### config.mk
export PLATFORM = sky130hd
export DESIGN_NAME = mem_stage_ctrl
export DESIGN_NICKNAME = d
export VERILOG_FILES = /design/src/rtl/mem_stage_ctrl.sv
export SDC_FILE = /design/constraint.sdc
export NUM_CORES = 1
export LEC_CHECK = 0
export BUFFER_PORTS_ARGS = -buffer_cell sky130_fd_sc_hd__buf_2
export CAP_MARGIN = 20
export CORE_MARGIN = 1.5
export CORE_UTILIZATION = 50
export DETAILED_ROUTE_END_ITERATION = 10
export GPL_ROUTABILITY_DRIVEN = 0
export PLACE_DENSITY = 0.77
export SKIP_CTS_REPAIR_TIMING = 1
export SLEW_MARGIN = 20
export SYNTH_ARGS = -nofsm -noshare
export SYNTH_HDL_FRONTEND = slang
export SYNTH_SLANG_ARGS = --single-unit
### constraint.sdc
create_clock -name clk -period 6.6 [get_ports clk]
set_input_delay 0.66 -clock clk [delete_from_list [all_inputs] [get_ports clk]]
set_output_delay 0.66 -clock clk [all_outputs]
set_load 0.01 [all_outputs]
### src/rtl/mem_stage_ctrl.sv
// mem_stage_ctrl: MEM-stage load/store sequencing against a fixed-latency RAM, OUT FIFO and halt tracking.
module mem_stage_ctrl #(
  parameter int ADDR_W = 12,
  parameter int READ_LAT = 2,
  parameter int OUT_DEPTH = 4
) (
  input  logic              clk,
  input  logic              reset,
  input  logic              main_mem_read,
  input  logic              main_mem_write,
  input  logic [15:0]       mem_addr,
  input  logic [15:0]       mem_wdata,
  input  logic              out_en,
  input  logic              is_halt,
  output logic [ADDR_W-1:0] ram_addr,
  output logic [15:0]       ram_wdata,
  output logic              ram_we,
  output logic              ram_re,
  input  logic [15:0]       ram_rdata,
  output logic [15:0]       mem_rdata,
  output logic              stall_mem,
  output logic              out_valid,
  input  logic              out_ready,
  output logic [15:0]       out_dat,
  output logic              halted
);
  localparam int PW = $clog2(OUT_DEPTH);
  typedef enum logic [1:0] {IDLE, RD_WAIT, RD_LAST} state_t;
  state_t state, state_nx;
  logic [2:0] cnt, cnt_nx;
  logic [PW-1:0] wr_ptr, rd_ptr;
  logic [PW:0] count;
  logic [15:0] fifo [OUT_DEPTH];
  logic [15:0] hold;
  logic idle, issue, full_block, halt_wait, push, pop;
  assign idle = state == IDLE;
  assign issue = idle && main_mem_read && !main_mem_write;
  assign full_block = idle && out_en && count == (PW+1)'(OUT_DEPTH);
  assign halt_wait = idle && is_halt && count != '0;
  assign push = idle && out_en && !full_block;
  assign pop = out_valid && out_ready;
  assign ram_addr = mem_addr[ADDR_W-1:0];
  assign ram_wdata = mem_wdata;
  assign ram_we = !reset && idle && main_mem_write;
  assign ram_re = !reset && issue;
  assign stall_mem = issue || state == RD_WAIT || full_block || halt_wait;
  assign mem_rdata = state == RD_LAST ? ram_rdata : hold;
  assign out_valid = count != '0;
  assign out_dat = out_valid ? fifo[rd_ptr] : 16'h0;
  always_comb begin
    state_nx = state;
    cnt_nx = cnt;
    if (issue) begin
      cnt_nx = 3'(READ_LAT - 1);
      state_nx = READ_LAT == 1 ? RD_LAST : RD_WAIT;
    end else if (state == RD_WAIT) begin
      cnt_nx = cnt - 3'd1;
      state_nx = cnt == 3'd1 ? RD_LAST : RD_WAIT;
    end else if (state == RD_LAST) begin
      state_nx = IDLE;
    end
  end
  always_ff @(posedge clk) begin
    if (reset) begin
      state <= IDLE;
      cnt <= '0;
      wr_ptr <= '0;
      rd_ptr <= '0;
      count <= '0;
      hold <= '0;
      halted <= 1'b0;
    end else begin
      state <= state_nx;
      cnt <= cnt_nx;
      if (state == RD_LAST) hold <= ram_rdata;
      if (push) wr_ptr <= wr_ptr + 1'b1;
      if (pop) rd_ptr <= rd_ptr + 1'b1;
      count <= count + (PW+1)'(push) - (PW+1)'(pop);
      if (is_halt && count == '0) halted <= 1'b1;
    end
  end
  // Storage needs no reset: out_dat is gated by out_valid.
  always_ff @(posedge clk) begin
    if (push) fifo[wr_ptr] <= mem_wdata;
  end
endmodule

==> results of run 1 <==
## final cells by class
type,instances,share of cell area [%]
Clock buffer,9,2.65
Clock inverter,6,1.50
Inverter,13,1.05
Multi-Input combinational cell,127,27.4
Sequential cell,95,54.5
Tap cell,105,2.82
Timing Repair Buffer,93,10.1
## power by group through the flow
stage | Clock [mW] | Combinational (mW) | Sequential [mW]
2_1_floorplan | 0 | 0.389 | 0.734
3_3_place_gp | 0 | 0.480 | 0.746
3_5_place_dp | 0 | 0.491 | 0.749
4_1_cts | 0.383 | 0.493 | 0.736
5_1_grt | 0.405 | 0.535 | 0.743
6_report | 0.370 | 0.481 | 0.735
## metal layers
| layer | vias up | global-route usage, % |
|---|---|---|
| met4 | 0 | 5.97 |
| met1 | 1054 | 18.5 |
| met3 | 8 | 4.13 |
| li1 | 1066 | - |
| met2 | 83 | 26.9 |
| met5 | - | 0 |
## sequential cells by signal, indices dropped and copies added (netlist names), named ones only
name,flops
hold,16
count,3
halted,1
state,2
wr_ptr,2
cnt,3
rd_ptr,2
fifo,64
## synth_stat cells (all sizes together)
master,count
nand3b,1
dfxtp,31
o31ai,1
edfxtp,64
nor2,12
nand4b,1
o21ai,2
mux2,17
clkbuf,3
xor2,3
mux4,16
nor3,2
inv,13
a211oi,1
ha,11
and2,5
o311ai,1
fa,1
a21oi,6
mux2i,1
nand2,5
buf,37
o22ai,1
or3,1
xnor2,1
nor2b,35
nand2b,3
## critical path: stages, from the launching register on
cell and delay, ns:
dfxtp_1 0.33, inv_1 0.08, ha_1 0.65, mux2_1 0.41
buf_2 0.15
## kinds of logic (layout without fill, tap and decap cells)
group                    after synthesis  count (layout)
AO/OA/AOI/OAI                         12              12
flip-flops                            95              95
AND/OR/NAND/NOR                       65              65
multiplexers                          34              34
XOR/XNOR                               4               4
adder cells (fa/ha/maj)               12              12
buffers and inverters                 53             121
## through the flow
stage | instances | util [%] | cell area [um2]
finish | 448 | 57.4 | 4670
CTS | 448 | 57.4 | 4670
floorplan | 275 | - | 4160
detailed placement | 433 | 55.0 | 4470
global route | 448 | 57.4 | 4670
global placement | 433 | 55.0 | 4470
## final timing paths
kind | startpoint | endpoint | slack [ns] | depth (start not counted)
worst min-delay path | halted | halted | 0.48 | 2
worst max-delay path | state[0] | mem_rdata[5] | 3.96 | 4
worst max register to register | state[1] | count[2] | 4.11 | 13
worst min register to register | halted | halted | 0.48 | 2
==> impl_results.md, run 1 <==
- Synth Area in Simple Gates: a little over a tenth
- Fin worst setup slack: 3.96 ns
- RSZ-0062 raised after global routing: false
- Hold Crit Class: flip-flop to flip-flop
- H-tree lvl count: 3
- Power share of the combinational group: 30.3%
- Congestion Overflow GR: 0
- Met3 wire len: 399 um
- GRT Util Overall: 15.6%
- Power Total: 1.58 mW
- Final Setup Violations: 0
- Crit share post-route: 40.0%
- Final hold slack: around 0.48 ns
- Adder-cell share of the synthesized area: 3.79%
- Clock sinks: 95
- Sequential area share after synthesis: roughly three fifths
- Leakage Power: 1.91 nW
- Commonest non-fill, non-tap cells in the layout: buf_2, edfxtp_1, dfxtp_1
- Area growth syn-to-layout: 12.3%
- Initial antenna violation count: 0
- Power per cell area: approximately 340 mW/mm2
- Met2 WL: around 3200 um
- Run status: complete, no violations
- Top routing layer in use: met4
- Clock skew: 0.00929 ns
- Internal: 1.11 mW
- Unique masters post-synth: 36
- CP Max Fanout: 17
- I/O pin cnt: 120
- Dpl hpwl: ~4400 um
- Final nets: about 410
- CTS root buf: clkbuf_8
- Worst slew pin tran: 0.837 ns
- Mux contribution to synthesized area: 13.5%
- Drt pass-1 iters: 4
- F_max: 379 MHz
- # rows: 33
- Commonest non-fill, non-tap cell in the layout: buf_2
- CTS Buf Count: 9
- Worst Path Required: 5.94 ns
- Leading area contributor after synthesis: edfxtp_1
- DRT met1 WL: 2810 um
- Main combinational cell family by area after synthesis: multiplexers
- Gate Count Post-Synth: roughly 280
- #FFs+latches synth: 95
- Sequential cell area: 0.00254 mm2
- DRC: 0
- Worst VDD drop: between 100 and 150 uV
- Pre-CTS WS: 4.02 ns
- Crit end category: primary output
- Post-synthesis compound-gate area fraction: 1.78%
- Top-area cell type share of the netlist area: 46.2%
- WL per Instance: about 15 um
- FILL cells: 650
- Layout cells sized above 1: 40.2%
- Seq pwr share: 46.4%
- Final wirelength: 6510 um
- Net Switching: between 0.4 and 0.5 mW
- Fin. Hold Viols: 0
- Mapped Area: 0.00416 mm2
- Die Wd: ~94 um
- Initial DRC count: 66
- Syn_nets: 342
- Multi-input logic area: ~0.0013 mm2
- CTS max path bufs: 2
- Normalized max-slew margin: 44.2%
- Final min period: roughly 2.6 ns
- Post-synthesis xor/xnor area fraction: less than 1%
- Antenna viol nets, final: 0
- Max-capacitance violation count: 0
- Startpoint class of the critical path: flip-flop
- Initial Util: 51.1%
- Clock power frac: 23.3%
- Core box area: 0.00813 mm2
- Clk slew on worst S/H paths: roughly 0.090 ns
- Switch share: 29.7%
- Yosys warning count: 0
- N_diodes: 0
- Final Max Tran Viols: 0
- Critical path class: flip-flop to primary output
- Synth area leaders: edfxtp_1, dfxtp_1, mux4_2
- Largest net degree at the start of global routing: 33
- Routed via count: 2211
- Die Ht: 94.2 um
- Setup total negative slack: 0 ns
- Data arrival time of the worst path: 1.98 ns
- Worst-skew pair later-pin latency: 0.35 ns
- Port bufs: just over 90
- Vias per cell: 4.94
- Vias in the first global route: 2127
- Die area: a little under 0.009 mm2
- CTS tree: yes
- First-pass GRT wire length: 10100 um
- Syn avg cell area: 15.1 um2
Note: power is estimated with default switching activity, not from simulation.
==> inputs of run 2 (changes only) <==
- ABC_AREA: not set -> 1
- CORE_UTILIZATION: 50 -> 47
- PLACE_DENSITY: 0.77 -> 0.76
- clock period: 6.6 -> 2.4 ns (I/O delays scaled with it)
==> impl_results.md, run 2 <==
- N_diodes: 0 (unchanged)
- Clock skew: 0.0114 ns (+0.00210 ns)
- Clock sinks: 95 (unchanged)
- Gr busiest metal: met2
- Max-capacitance violation count: 0 (unchanged)
- Dpl hpwl: 5320 um (+22%)
- Commonest non-fill, non-tap cells in the layout: buf_2, nor2_1, nand2_1
- Worst-skew pair later-pin latency: 0.36 ns (about the same)
- H-tree lvl count: 3 (unchanged)
- Drt pass-1 iters: 4 (unchanged)
- Async set or reset register ratio after synthesis: 0% (unchanged)
- EDFF count, synth: 64 (unchanged)
- CTS root buf: clkbuf_8
- Met1 usage: 21.1% (+2.7 points)
- Synth cell count leaders: nor2_1, nand2_1, edfxtp_1
- # rows: 34 (+3.0%)
- Die area: 0.00953 mm2 (+7.5%)
- Area growth syn-to-layout: 11.7%
- Routed via count: 2972 (+34%)
- Critical path's most frequent cell: nor2_1
- Hold Crit Class: primary input to flip-flop
- Max reg flops: 64 (unchanged)
- Congestion Overflow GR: 0 (unchanged)
- CP Max Fanout: 18 (+1)
- Top reg by flops: fifo
- Port bufs: 91 (unchanged)
- Final nets: 553 (+36%)
- Syn_nets: 489 (+43%)
- Leading area contributor after synthesis: edfxtp_1
- GR met2 Demand/Resource: 29.2% (+2.3 points)
- Largest net degree at the start of global routing: 33 (unchanged)
- Fin util: 54.2% (-3.2 points)
- Most common cell in the netlist: nor2_1
- Mapped Area: 0.00421 mm2 (+1.3%)
- Power per cell area: 900 mW/mm2 (+170%)
- Setup total negative slack: 0 ns (unchanged)
- Non-Filler Instances: 599 (+34%)
- Final wirelength: 7910 um (+22%)
- Leakage Power: 2.02 nW (+6.1%)
- CP max stage delay: 0.68 ns (+0.03 ns)
- CTS Buf Count: 9 (unchanged)
- Sequential area share after synthesis: 60.4% (-0.76 points)
- Sequential cell area: 0.00254 mm2 (unchanged)
- GRT Util Overall: 17.5% (+1.9 points)
- Initial DRC count: 97 (+47%)
- CP cell instances: buf_4, nor2_1, nor2_1, o21ai_1, a21oi_1, buf_2
- M3 GR Usage: 6.47% (+2.3 points)
- Startpoint class of the critical path: flip-flop
- Multi-input logic area: 0.00121 mm2 (-5.1%)
- Vias in the first global route: 2807 (+32%)
- Normalized max-slew margin: 62.8% (+19 points)
- WP buf/inv: 2 (unchanged)
- Family with the most delay on the worst path: flip-flops
- Crit share post-route: 92.0%
- Initial Util: 48.5% (-2.6 points)
- Core box area: 0.00868 mm2 (+6.7%)
- RSZ-0062 raised after global routing: false
- Initial antenna violation count: 0 (unchanged)
- Antenna viol nets, final: 0 (unchanged)
- DRC: 0 (unchanged)
- Top-area cell type share of the netlist area: 45.7% (-0.58 points)
- Gate Count Post-Synth: 422 (+53%)
- Die Ht: 97.6 um (+3.7%)
- F_max: 453 MHz
- I/O pin cnt: 120 (unchanged)
- Critical path class: flip-flop to primary output
- Vias per cell: 4.96 (+0.53%)
- Yosys warning count: 0 (unchanged)
- Worst slew pin tran: 0.557 ns (-0.280 ns)
- First-pass GRT wire length: 13000 um (+30%)
- Worst Path Required: 2.16 ns (-3.78 ns)
- CTS max path bufs: 2 (unchanged)
- #FFs+latches synth: 95 (unchanged)
- Fin. Hold Viols: 0 (unchanged)
- Critical-path top delay cell: dfxtp_1
- Layout cells sized above 1: 26.5% (-14 points)
- Final min period: 2.21 ns
- Leading registers by flop count: fifo: 64 flops, hold: 16 flops
- Syn avg cell area: 9.97 um2 (-34%)
- Dpl cells: 583 (+35%)
- Worst VDD drop: 415 uV (+200%)
- Clk slew on worst S/H paths: 0.10 ns (about the same)
- WL per Instance: 13.2 um (-9.1%)
- Final Setup Violations: 0 (unchanged)
- Die Wd: 97.6 um (+3.7%)
- Run status: complete, no violations
- Data arrival time of the worst path: 1.97 ns (about the same)
- FILL cells: 799 (+23%)
- Final Max Tran Viols: 0 (unchanged)
- Crit end category: primary output
- CTS tree: yes
- Main flop type after synthesis: edfxtp_1
- Unique masters post-synth: 26 (-28%)
- Commonest non-fill, non-tap cell in the layout: buf_2
- Synth area leaders: edfxtp_1, dfxtp_1, nor2_1
==> run 2: cells by family (layout without fill, tap and decap cells) <==
kind of cell               Yosys count  in the layout  synth area share, %
DFF                                 95             95                 60.4
AOI/OAI and AO/OA                   73             73                 8.98
buffers and inverters               74            143                 10.7
adders and majority gates           12             12                 3.75
and+or+nand+nor                    168            168                 16.1
==> run 2: cell type report <==
| cell class | count | share of cell area [%] |
|---|---|---|
| flip-flops and latches | 95 | 54.1 |
| multi-input cells | 253 | 25.8 |
| repair buffers | 98 | 10.8 |
| well taps | 108 | 2.87 |
| clock buffers | 9 | 2.64 |
| inverters | 29 | 2.42 |
| clock inverters | 7 | 1.33 |
==> run 2: power by group <==
group / internal (mW) / switching [mW]
Combinational: 0.446 / 0.789
Sequential: 1.90 / 0.0927
Clock: 0.401 / 0.604
==> run 2: path summary, 6_finish.rpt <==
| kind | depth (start not counted) | startpoint | end | slack (ns) |
|---|---|---|---|---|
| min | 1 | mem_wdata[8] | fifo[1][8] | 0.1 |
| min reg2reg | 2 | halted | halted | 0.46 |
| max | 6 | flip-flop | out_dat[5] | 0.19 |
| max reg2reg | 12 | state[0] | count[2] | 0.24 |
==> run 2: metrics by stage <==
stage / instance area [um2] / worst slack (ns) / total power, mW / hold slack [ns]
floorplan: 4210 / 0.453 / 2.95 / 0.339
global placement: 4510 / 0.353 / 3.24 / 0.449
detailed placement: 4510 / 0.237 / 3.28 / 0.449
CTS: 4700 / 0.181 / 4.28 / 0.0821
global route: 4700 / 0.00442 / 4.51 / 0.0763
finish: 4700 / 0.191 / 4.23 / 0.0992
==> run 2: routing by layer <==
layer | share of wire (%) | wire [um]
met1 | 43 | 3400
met2 | 49 | 3850
met3 | 7.4 | 586
met4 | 0.92 | 73
met5 | 0 | 0
